<file path="src/rtl/z80_bus_seq_if.sv">
// Request/bus bundle between the control unit, the z80_bus_seq sequencer and the external bus.
// The slave modport is the sequencer's view; the master modport is the CU/bus environment.
interface z80_bus_seq_if #(
    parameter int unsigned AddrW = 16,
    parameter int unsigned DataW = 8
);
    logic             req_valid;
    logic [2:0]       req_type;
    logic [AddrW-1:0] req_addr;
    logic [DataW-1:0] req_wdata;
    logic             req_ready;
    logic             done;
    logic [DataW-1:0] rdata;
    logic [AddrW-1:0] addr_out;
    logic [DataW-1:0] dout;
    logic [DataW-1:0] din;
    logic             m1_n;
    logic             mreq_n;
    logic             iorq_n;
    logic             rd_n;
    logic             wr_n;
    logic             rfsh_n;
    logic             wait_n;
    logic             busreq_n;
    logic             busack_n;
    logic             bus_en;

    modport master (
        output req_valid, req_type, req_addr, req_wdata, din, wait_n, busreq_n,
        input  req_ready, done, rdata, addr_out, dout, m1_n, mreq_n, iorq_n, rd_n, wr_n,
               rfsh_n, busack_n, bus_en
    );

    modport slave (
        input  req_valid, req_type, req_addr, req_wdata, din, wait_n, busreq_n,
        output req_ready, done, rdata, addr_out, dout, m1_n, mreq_n, iorq_n, rd_n, wr_n,
               rfsh_n, busack_n, bus_en
    );
endinterface

</file>
<file path="src/rtl/z80_bus_seq.sv">
// Z80 machine-cycle sequencer: turns single-cycle CU requests into T-state bus sequences
// (M1 fetch with refresh, memory and IO read/write), with wait states and bus hand-over.
module z80_bus_seq #(
    parameter int unsigned AddrW  = 16,
    parameter int unsigned DataW  = 8,
    parameter int unsigned IoWait = 1,
    parameter int unsigned RBits  = 7
) (
    input  logic          clk_i,
    input  logic          rst_ni,
    z80_bus_seq_if.slave  bus_io
);
    localparam logic [2:0] TypeFetch = 3'd0;
    localparam logic [2:0] TypeMemRd = 3'd1;
    localparam logic [2:0] TypeMemWr = 3'd2;
    localparam logic [2:0] TypeIoRd  = 3'd3;
    localparam logic [2:0] TypeIoWr  = 3'd4;

    typedef enum logic [2:0] {StIdle, StT1, StT2, StTw, StT3, StT4, StGrant} state_e;

    state_e             state_q;
    logic [2:0]         type_q;
    logic [1:0]         wcnt_q;
    logic [RBits-1:0]   r_q;
    logic               idle_q;
    logic [AddrW-1:0]   addr_out_q;
    logic [DataW-1:0]   dout_q;
    logic [DataW-1:0]   rdata_q;
    logic               done_q;
    logic               m1_n_q, mreq_n_q, iorq_n_q, rd_n_q, wr_n_q, rfsh_n_q;
    logic               busack_n_q, bus_en_q;

    logic req_ready, accept, is_fetch, is_read, is_io, io_forced, to_t3;

    always_comb begin
        req_ready = idle_q & bus_io.busreq_n;
        accept    = bus_io.req_valid & req_ready;
        is_fetch  = (type_q == TypeFetch);
        is_read   = type_q inside {TypeFetch, TypeMemRd, TypeIoRd};
        is_io     = type_q inside {TypeIoRd, TypeIoWr};
        io_forced = is_io && (IoWait != 0);
        // In T2 forced IO waits take precedence; in TW they must be used up first.
        to_t3     = bus_io.wait_n && ((state_q == StT2) ? !io_forced : (wcnt_q == 2'd0));
    end

    always_ff @(posedge clk_i or negedge rst_ni) begin
        if (!rst_ni) begin
            state_q    <= StIdle;
            type_q     <= TypeFetch;
            wcnt_q     <= 2'd0;
            r_q        <= '0;
            idle_q     <= 1'b0;
            addr_out_q <= '0;
            dout_q     <= '0;
            rdata_q    <= '0;
            done_q     <= 1'b0;
            m1_n_q     <= 1'b1;
            mreq_n_q   <= 1'b1;
            iorq_n_q   <= 1'b1;
            rd_n_q     <= 1'b1;
            wr_n_q     <= 1'b1;
            rfsh_n_q   <= 1'b1;
            busack_n_q <= 1'b1;
            bus_en_q   <= 1'b1;
        end else begin
            done_q <= 1'b0;
            unique case (state_q)
                StIdle: begin
                    if (!bus_io.busreq_n) begin
                        state_q    <= StGrant;
                        idle_q     <= 1'b0;
                        busack_n_q <= 1'b0;
                        bus_en_q   <= 1'b0;
                    end else if (accept) begin
                        type_q <= bus_io.req_type;
                        idle_q <= 1'b0;
                        if (bus_io.req_type > TypeIoWr) begin
                            // Reserved type: no bus activity, just acknowledge.
                            state_q <= StT3;
                            done_q  <= 1'b1;
                        end else begin
                            state_q    <= StT1;
                            addr_out_q <= bus_io.req_addr;
                            if (bus_io.req_type inside {TypeMemWr, TypeIoWr}) begin
                                dout_q <= bus_io.req_wdata;
                            end
                            m1_n_q   <= (bus_io.req_type != TypeFetch);
                            mreq_n_q <= !(bus_io.req_type inside {TypeFetch, TypeMemRd,
                                                                  TypeMemWr});
                            rd_n_q   <= !(bus_io.req_type inside {TypeFetch, TypeMemRd});
                        end
                    end else begin
                        idle_q <= 1'b1;
                    end
                end
                StT1: begin
                    state_q <= StT2;
                    wr_n_q  <= !(type_q inside {TypeMemWr, TypeIoWr});
                    if (is_io) begin
                        iorq_n_q <= 1'b0;
                        rd_n_q   <= (type_q != TypeIoRd);
                    end
                end
                StT2, StTw: begin
                    if (to_t3) begin
                        state_q <= StT3;
                        if (is_read) rdata_q <= bus_io.din;
                        if (is_fetch) begin
                            m1_n_q     <= 1'b1;
                            rd_n_q     <= 1'b1;
                            rfsh_n_q   <= 1'b0;
                            addr_out_q <= AddrW'(r_q);
                        end else begin
                            mreq_n_q <= 1'b1;
                            iorq_n_q <= 1'b1;
                            rd_n_q   <= 1'b1;
                            wr_n_q   <= 1'b1;
                            done_q   <= 1'b1;
                        end
                    end else begin
                        state_q <= StTw;
                        if (state_q == StT2) begin
                            wcnt_q <= io_forced ? 2'(IoWait - 1) : 2'd0;
                        end else if (wcnt_q != 2'd0) begin
                            wcnt_q <= wcnt_q - 2'd1;
                        end
                    end
                end
                StT3: begin
                    if (is_fetch) begin
                        state_q  <= StT4;
                        mreq_n_q <= 1'b1;
                        done_q   <= 1'b1;
                    end else begin
                        state_q <= StIdle;
                        idle_q  <= 1'b1;
                    end
                end
                StT4: begin
                    state_q  <= StIdle;
                    idle_q   <= 1'b1;
                    rfsh_n_q <= 1'b1;
                    r_q      <= r_q + 1'b1;
                end
                StGrant: begin
                    if (bus_io.busreq_n) begin
                        state_q    <= StIdle;
                        idle_q     <= 1'b1;
                        busack_n_q <= 1'b1;
                        bus_en_q   <= 1'b1;
                    end
                end
                default: state_q <= StIdle;
            endcase
        end
    end

    assign bus_io.req_ready = req_ready;
    assign bus_io.done      = done_q;
    assign bus_io.rdata     = rdata_q;
    assign bus_io.addr_out  = addr_out_q;
    assign bus_io.dout      = dout_q;
    assign bus_io.m1_n      = m1_n_q;
    assign bus_io.mreq_n    = mreq_n_q;
    assign bus_io.iorq_n    = iorq_n_q;
    assign bus_io.rd_n      = rd_n_q;
    assign bus_io.wr_n      = wr_n_q;
    assign bus_io.rfsh_n    = rfsh_n_q;
    assign bus_io.busack_n  = busack_n_q;
    assign bus_io.bus_en    = bus_en_q;
endmodule

</file>
<file path="src/flat_wrapper.sv">
// flat-port wrapper written by rule: the top's interface ports become plain ports
module z80_bus_seq_flat 
#(
    parameter int unsigned AddrW  = 16,
    parameter int unsigned DataW  = 8,
    parameter int unsigned IoWait = 1,
    parameter int unsigned RBits  = 7
)
  (clk_i, rst_ni, bus_io_req_valid, bus_io_req_type, bus_io_req_addr, bus_io_req_wdata, bus_io_din, bus_io_wait_n, bus_io_busreq_n, bus_io_req_ready, bus_io_done, bus_io_rdata, bus_io_addr_out, bus_io_dout, bus_io_m1_n, bus_io_mreq_n, bus_io_iorq_n, bus_io_rd_n, bus_io_wr_n, bus_io_rfsh_n, bus_io_busack_n, bus_io_bus_en);
  z80_bus_seq_if #(.AddrW(AddrW), .DataW(DataW)) bus_io_i ();
  input  logic clk_i;
  input  logic rst_ni;
  input wire logic [$bits(bus_io_i.req_valid)-1:0] bus_io_req_valid;
  input wire logic [$bits(bus_io_i.req_type)-1:0] bus_io_req_type;
  input wire logic [$bits(bus_io_i.req_addr)-1:0] bus_io_req_addr;
  input wire logic [$bits(bus_io_i.req_wdata)-1:0] bus_io_req_wdata;
  input wire logic [$bits(bus_io_i.din)-1:0] bus_io_din;
  input wire logic [$bits(bus_io_i.wait_n)-1:0] bus_io_wait_n;
  input wire logic [$bits(bus_io_i.busreq_n)-1:0] bus_io_busreq_n;
  output wire logic [$bits(bus_io_i.req_ready)-1:0] bus_io_req_ready;
  output wire logic [$bits(bus_io_i.done)-1:0] bus_io_done;
  output wire logic [$bits(bus_io_i.rdata)-1:0] bus_io_rdata;
  output wire logic [$bits(bus_io_i.addr_out)-1:0] bus_io_addr_out;
  output wire logic [$bits(bus_io_i.dout)-1:0] bus_io_dout;
  output wire logic [$bits(bus_io_i.m1_n)-1:0] bus_io_m1_n;
  output wire logic [$bits(bus_io_i.mreq_n)-1:0] bus_io_mreq_n;
  output wire logic [$bits(bus_io_i.iorq_n)-1:0] bus_io_iorq_n;
  output wire logic [$bits(bus_io_i.rd_n)-1:0] bus_io_rd_n;
  output wire logic [$bits(bus_io_i.wr_n)-1:0] bus_io_wr_n;
  output wire logic [$bits(bus_io_i.rfsh_n)-1:0] bus_io_rfsh_n;
  output wire logic [$bits(bus_io_i.busack_n)-1:0] bus_io_busack_n;
  output wire logic [$bits(bus_io_i.bus_en)-1:0] bus_io_bus_en;
  assign bus_io_i.req_valid = bus_io_req_valid;
  assign bus_io_i.req_type = bus_io_req_type;
  assign bus_io_i.req_addr = bus_io_req_addr;
  assign bus_io_i.req_wdata = bus_io_req_wdata;
  assign bus_io_i.din = bus_io_din;
  assign bus_io_i.wait_n = bus_io_wait_n;
  assign bus_io_i.busreq_n = bus_io_busreq_n;
  assign bus_io_req_ready = bus_io_i.req_ready;
  assign bus_io_done = bus_io_i.done;
  assign bus_io_rdata = bus_io_i.rdata;
  assign bus_io_addr_out = bus_io_i.addr_out;
  assign bus_io_dout = bus_io_i.dout;
  assign bus_io_m1_n = bus_io_i.m1_n;
  assign bus_io_mreq_n = bus_io_i.mreq_n;
  assign bus_io_iorq_n = bus_io_i.iorq_n;
  assign bus_io_rd_n = bus_io_i.rd_n;
  assign bus_io_wr_n = bus_io_i.wr_n;
  assign bus_io_rfsh_n = bus_io_i.rfsh_n;
  assign bus_io_busack_n = bus_io_i.busack_n;
  assign bus_io_bus_en = bus_io_i.bus_en;
  z80_bus_seq #(.AddrW(AddrW), .DataW(DataW), .IoWait(IoWait), .RBits(RBits)) u_core (.clk_i(clk_i), .rst_ni(rst_ni), .bus_io(bus_io_i));
endmodule
</file>
<file path="config.mk">
export PLATFORM = sky130hd
export DESIGN_NAME = z80_bus_seq_flat
export DESIGN_NICKNAME = d
export VERILOG_FILES = /design/src/rtl/z80_bus_seq_if.sv /design/src/rtl/z80_bus_seq.sv /design/src/flat_wrapper.sv
export SDC_FILE = /design/constraint.sdc
export NUM_CORES = 1
export LEC_CHECK = 0
export ABC_AREA = 1
export CAP_MARGIN = 20
export CORE_MARGIN = 2
export CORE_UTILIZATION = 45
export CTS_CLUSTER_DIAMETER = 50
export DETAILED_ROUTE_END_ITERATION = 7
export PLACE_DENSITY = 0.77
export SLEW_MARGIN = 5
export SYNTH_ARGS = -nofsm -noshare
export SYNTH_HDL_FRONTEND = slang
export SYNTH_SLANG_ARGS = --single-unit
</file>
<file path="constraint.sdc">
create_clock -name clk_i -period 2.1 [get_ports clk_i]
set_input_delay 0.63 -clock clk_i [delete_from_list [all_inputs] [get_ports clk_i]]
set_output_delay 0.63 -clock clk_i [all_outputs]
set_load 0.01 [all_outputs]
</file>
==> results of run 1 <==
==> layout make-up <==
cell class	count	area, µm²	area share (%)
clock inverters	1	7.51	0.191
multi-input cells	245	1180	30.2
clock buffers	7	86.3	2.20
flip-flops and latches	56	1410	35.9
inverters	39	146	3.73
repair buffers	104	995	25.4
well taps	75	93.8	2.39
==> repair_timing <==
item,4_1_cts,5_1_grt
endpoints found under the hold margin,0,0
endpoints found under the setup margin,1,1
pin swaps,0,0
resized for setup,3,1
gates cloned,0,0
==> cell usage in the layout, fill, tap and decap left out, drive strengths merged, types with 2 or more instances in the layout <==
cell,n
o211ai,2
nand4,21
dfrtp,49
clkbuf,7
buf,24
nor2,26
nand3,29
dfstp,7
ha,2
clkdlybuf4s50,78
xor2,6
nand2,127
inv,39
a21oi,6
or2,3
o21ai,17
==> power by group through the flow <==
stage	clock network, µW	registers [µW]	logic, µW
finish	602	1930	3060
detailed placement	0	1960	3060
CTS	626	1940	3070
global route	677	2010	3430
global placement	0	1940	2990
floorplan	0	2060	1600
==> stage by stage <==
stage | setup TNS (ps) | setup WS (ps)
final | 0 | 73.9
after global routing | 0 | 7.27
after CTS | 0 | 3.20
after detailed placement | -1440 | -314
after global placement | -678 | -311
after floorplan | 0 | 326
==> kinds of logic (layout without fill, tap and decap cells) <==
logic type	count (synthesis)	count (layout)	synth area share, %
flip-flops	56	56	50.4
adder cells (fa/ha/maj)	2	2	0.894
AND/OR/NAND/NOR	208	208	33.6
buffers and inverters	51	151	7.37
XOR/XNOR	6	6	1.88
multiplexers	1	1	0.402
AO/OA/AOI/OAI	28	28	5.54
==> flip-flops by register name, indices dropped and copies added, names as in the netlist, 2 cells and up <==
register,cells
u_core.state_q,3
u_core.bus_io.rdata,8
u_core.bus_io.addr_out,16
u_core.type_q,3
u_core.r_q,7
u_core.wcnt_q,2
u_core.bus_io.dout,8
==> worst min path at each step <==
stage / start / end / slack, ps / depth (start not counted)
final: rst_ni / u_core.bus_io.rdata[7] / 300 / 2
after global routing: rst_ni / u_core.bus_io.addr_out[0] / 320 / 2
after global placement: u_core.bus_io.rdata[7] / u_core.bus_io.rdata[7] / 450 / 2
after detailed placement: u_core.bus_io.iorq_n / u_core.bus_io.iorq_n / 460 / 2
after floorplan: rst_ni / u_core.bus_io.addr_out[0] / 330 / 0
after CTS: rst_ni / u_core.bus_io.dout[4] / 310 / 2
==> cells in the mapped netlist (all sizes together) <==
cell / count
clkbuf: 3
or2: 3
ha: 2
buf: 9
xor2: 6
mux2: 1
o21ai: 17
inv: 39
nand4: 21
nor2: 26
nor3: 1
o2111ai: 1
o21bai: 1
dfstp: 7
a21oi: 6
o41ai: 1
nand2: 127
nand3: 29
o211ai: 2
dfrtp: 49
and2: 1
==> metal layers <==
metal  track usage [%]  share of wire, %  vias up
met1              27.2                46     1224
met2              33.9                48       62
met4              8.05               2.1        0
met3              3.68               4.0       15
met5                 0                 0        -
li1                  -                 -     1325
==> reports/qor.csv, run 1 <==
stage,metric,value,unit
synth,mappedNetlistArea,2800,µm²
synth,yosysWarnings,0,
clocking,ctsHtreeMaxLevel,2,
critical_path,regToRegStartpoint,u_core.state_q[2],
synth,synth-seq-area-share,50.4,%
timing,maxSlewHeadroom,77.1,%
critical_path,arrival,1400,ps
synth,synth_fp_nets,394,
power,switching_share,41.1,%
global_routing,grt_pass1_vias,2643,
clocking,clock_path_buffers,2,
power,power,5600,µW
synth,yosys-top-cells-area,"dfrtp_1, nand2_1, dfstp_2, inv_1, nand3_1",
floorplan,start_util,47.0,%
global_routing,grtUsageTotal,20.6,%
power,power_frac_comb,54.7,%
timing,worst-slew-pin-transition,339,ps
critical_path,worst-setup-path-type,flip-flop to primary output,
finish,nFillCells,515,
global_routing,grt_first_pass_wirelength,11.8,mm
floorplan,die_w,82.9,µm
global_routing,grt_overflow_total,0,
critical_path,r2r-end,u_core.bus_io.rdata[0],
synth,synth_top_area_share,43.8,%
place,hpwl,5.03,mm
critical_path,cp_data_required_time,1470,ps
routing,detail-route-antenna-nets,0,
critical_path,cpMaxStageDelayCell,dfstp_2,
clocking,numClockSinks,56,
critical_path,path_cells,clkdlybuf4s50_1,
critical_path,cpLargestDelayFamily,flip-flops,
power,p_int,3290,µW
run_status,outcome,"finished, final reports clean",
timing,setup_viol,0,
power,pwr-share-seq,34.5,%
clocking,hold_buffers,0,
floorplan,core_area,5960,µm²
place,place_congestion,0.901,
critical_path,worstRegToRegCells,9,
critical_path,crit_end,bus_io_busack_n,
routing,vias_per_cell,4.98,
finish,final_util,65.9,%
routing,drc,0,
timing,fin_crit_sh,96.5,%
routing,routedWlPerCell,12.6,µm
power,p_clk_share,10.8,%
min_path,worstHoldPathType,primary input to asynchronous set/reset pin,
finish,synthToLayoutAreaGrowth,40.1,%
routing,firstDrtPassIters,5,
finish,nNetsFinal,493,
floorplan,rows,28,
synth,ys_types,30,
critical_path,crit_path_end_kind,primary output,
synth,yosys.area.top_type,dfrtp_1,
place,placed_area,3820,µm²
synth,synthCells,352,
timing,skew,3.43,ps
critical_path,cp-start-kind,flip-flop,
critical_path,cp_max_fo,3,
global_routing,grt_max_degree,57,
floorplan,fp.dieH,82.9,µm
routing,drt_wl_total,6.67,mm
clocking,cts_root_buf,clkbuf_8,
power,powerDensity,1430,nW/µm²
finish,fin_cells,527,
timing,holdWs,303,ps
finish,n_antenna_cell,0,
power,leakagePower,0.00198,µW
clocking,numCtsBuffers,5,
critical_path,crit_start,u_core.bus_io.busack_n,
clocking,post_cts_buffers,0,
clocking,cts_tree,yes,
flow_run,cap_violations,0,
timing,rsz0062_at_grt,false,
place,portBuffers,81,
global_routing,antenna_found_initial,0,
finish,final_area,3920,µm²
floorplan,die-area,6870,µm²
place,place_inst,519,
timing,hold_viol,0,
critical_path,ff2ff_setup_slack,190,ps
timing,report.final.slew_viol_count,0,
clocking,clk_pin_slew,90,ps
critical_path,cp_num_buf_inv,1,
power,peakVddDrop,0.827,mV
clocking,clk_latency,310,ps
routing,drtIter0Drc,165,
synth,synth-seq-cells,56,
synth,avgSynthCellArea,7.96,µm²
timing,finalCriticalPeriod,2030,ps
floorplan,io_pins,82,
critical_path,critPathMaxStageDelay,560,ps
critical_path,crit_cells,1,
finish,drive_gt1_share,12.2,%
power,p_switching,2300,µW
timing,max_freq,494,MHz
routing,vias,2626,
(Power assumes the default switching activity.)
==> run 2, diff against run 1 <==
- CTS_CLUSTER_SIZE: default -> 20
==> results of run 2 <==
No change in the layout: final DEF, timing and power equal those of run 1.
==> run 3, diff against run 2 <==
- CORE_UTILIZATION: 45 -> 40
- PLACE_DENSITY: 0.77 -> 0.72
- clock period: 2.1 -> 1.8 ns (I/O delays scaled with it)
==> reports/qor.csv, run 3 (synthesized netlist as in run 1, its figures left out) <==
stage,metric,value,unit
flow_run,cap_violations,0,
min_path,worstHoldPathType,primary input to asynchronous set/reset pin,
routing,firstDrtPassIters,4,
critical_path,critPathMaxStageDelay,540,ps
clocking,clock_path_buffers,2,
place,hpwl,5.05,mm
finish,nFillCells,581,
timing,maxSlewHeadroom,77.9,%
timing,tns,0,ps
routing,routedWlPerCell,12.5,µm
routing,detail-route-antenna-nets,0,
routing,drt_wl_total,6.99,mm
floorplan,core_area,6790,µm²
floorplan,die-area,7690,µm²
floorplan,start_util,41.2,%
clocking,numClockSinks,56,
clocking,cts_tree,yes,
critical_path,cp_max_fo,2,
critical_path,cp-start-kind,flip-flop,
clocking,numCtsBuffers,5,
timing,setup_viol,0,
finish,drive_gt1_share,16.2,%
global_routing,grt_pass1_vias,2491,
critical_path,cpMaxStageDelayCell,clkdlybuf4s50_1,
place,post-place-ws,-421,ps
run_status,outcome,"finished, final reports clean",
power,powerDensity,1660,nW/µm²
global_routing,grt_first_pass_wirelength,10.9,mm
routing,vias,2694,
power,power_frac_comb,55.2,%
power,peakVddDrop,0.662,mV
power,pwr-share-seq,32.4,%
critical_path,arrival,1210,ps
power,switching_share,41.0,%
place,place_inst,548,
finish,final_area,4170,µm²
floorplan,io_pins,82,
clocking,clk_pin_slew,110,ps
timing,report.final.slew_viol_count,0,
global_routing,grtUsageTotal,17.9,%
power,p_clk_share,12.4,%
timing,skew,14.2,ps
floorplan,die_w,87.7,µm
global_routing,grt_overflow_total,0,
place,portBuffers,81,
finish,n_antenna_cell,0,
timing,worst-slew-pin-transition,327,ps
finish,largest_register_ffs,16,
finish,fin_cells,560,
critical_path,worst-setup-path-type,flip-flop to primary output,
critical_path,cp_num_buf_inv,1,
clocking,cts_root_buf,clkbuf_8,
timing,fin_crit_sh,97.2,%
floorplan,rows,30,
place,placed_area,3920,µm²
place,place_congestion,0.873,
clocking,ctsHtreeMaxLevel,2,
finish,nNetsFinal,505,
global_routing,grt_max_degree,57,
timing,hold_viol,0,
timing,finalCriticalPeriod,1750,ps
routing,drc,0,
power,leakagePower,0.00238,µW
finish,layout_commonest_cell,nand2_1,
finish,synthToLayoutAreaGrowth,48.9,%
critical_path,crit_path_end_kind,primary output,
power,p_switching,2840,µW
routing,drtIter0Drc,189,
critical_path,path_cells,clkdlybuf4s50_1,
clocking,hold_buffers,0,
critical_path,cpLargestDelayFamily,buffers and inverters,
finish,layout_common_cells,"nand2_1, clkdlybuf4s50_1, dfrtp_1",
timing,max_freq,571,MHz
power,p_int,4100,µW
floorplan,fp.dieH,87.7,µm
timing,holdWs,207,ps
clocking,clk_latency,320,ps
routing,vias_per_cell,4.81,
critical_path,cp_data_required_time,1260,ps
timing,fin_ws,50.1,ps
global_routing,antenna_found_initial,0,
==> run 3: power by group through the flow <==
stage                     Sequential (µW)  Clock [µW]  Combinational (µW)
after floorplan                      2410           0                1860
after global placement               2260           0                3620
after detailed placement             2270           0                3690
after CTS                            2250         887                3630
after global routing                 2310         952                4230
final                                2250         864                3830
==> run 3: path summary, 6_finish.rpt <==
| kind | depth (start not counted) | slack, ps | end | start |
|---|---|---|---|---|
| worst min register to register | 2 | 470 | u_core.bus_io.rfsh_n | u_core.bus_io.rfsh_n |
| worst min-delay path | 2 | 210 | u_core.bus_io.addr_out[4] | rst_ni |
| min in group clk_i | 2 | 470 | u_core.bus_io.rfsh_n | u_core.bus_io.rfsh_n |
| worst max-delay path | 1 | 50 | bus_io_rdata[1] | u_core.bus_io.rdata[1] |
| worst max register to register | 10 | 90 | u_core.bus_io.addr_out[5] | u_core.state_q[0] |
| max in group asynchronous | 2 | 1300 | u_core.bus_io.iorq_n | rst_ni |
==> run 3: cell type report <==
class	instances	area (µm²)	area share [%]
flip-flops and latches	56	1410	33.8
clock buffers	6	82.6	1.98
inverters	39	146	3.51
multi-input cells	247	1240	29.6
well taps	96	120	2.88
clock inverters	2	38.8	0.930
repair buffers	114	1130	27.2
==> run 3: what timing repair did <==
item	CTS	global route
endpoints found under the hold margin	0	0
gates resized for setup	14	32
gates cloned	0	3
buffers inserted	0	1
setup endpoints to repair	17	45
pin swaps	0	3
==> run 3: through the flow <==
step	power [µW]	utilization [%]
3_3_place_gp	5880	57.8
3_5_place_dp	5960	57.8
2_1_floorplan	4270	-
5_1_grt	7490	61.4
4_1_cts	6770	59.3
6_report	6940	61.4
==> run 3: layer usage <==
layer,track usage [%],vias up,share of wire (%)
met1,23.1,1248,43
met2,29.4,86,50
li1,-,1350,-
met3,3.68,10,5.1
met5,0,-,0
met4,7.27,0,1.7
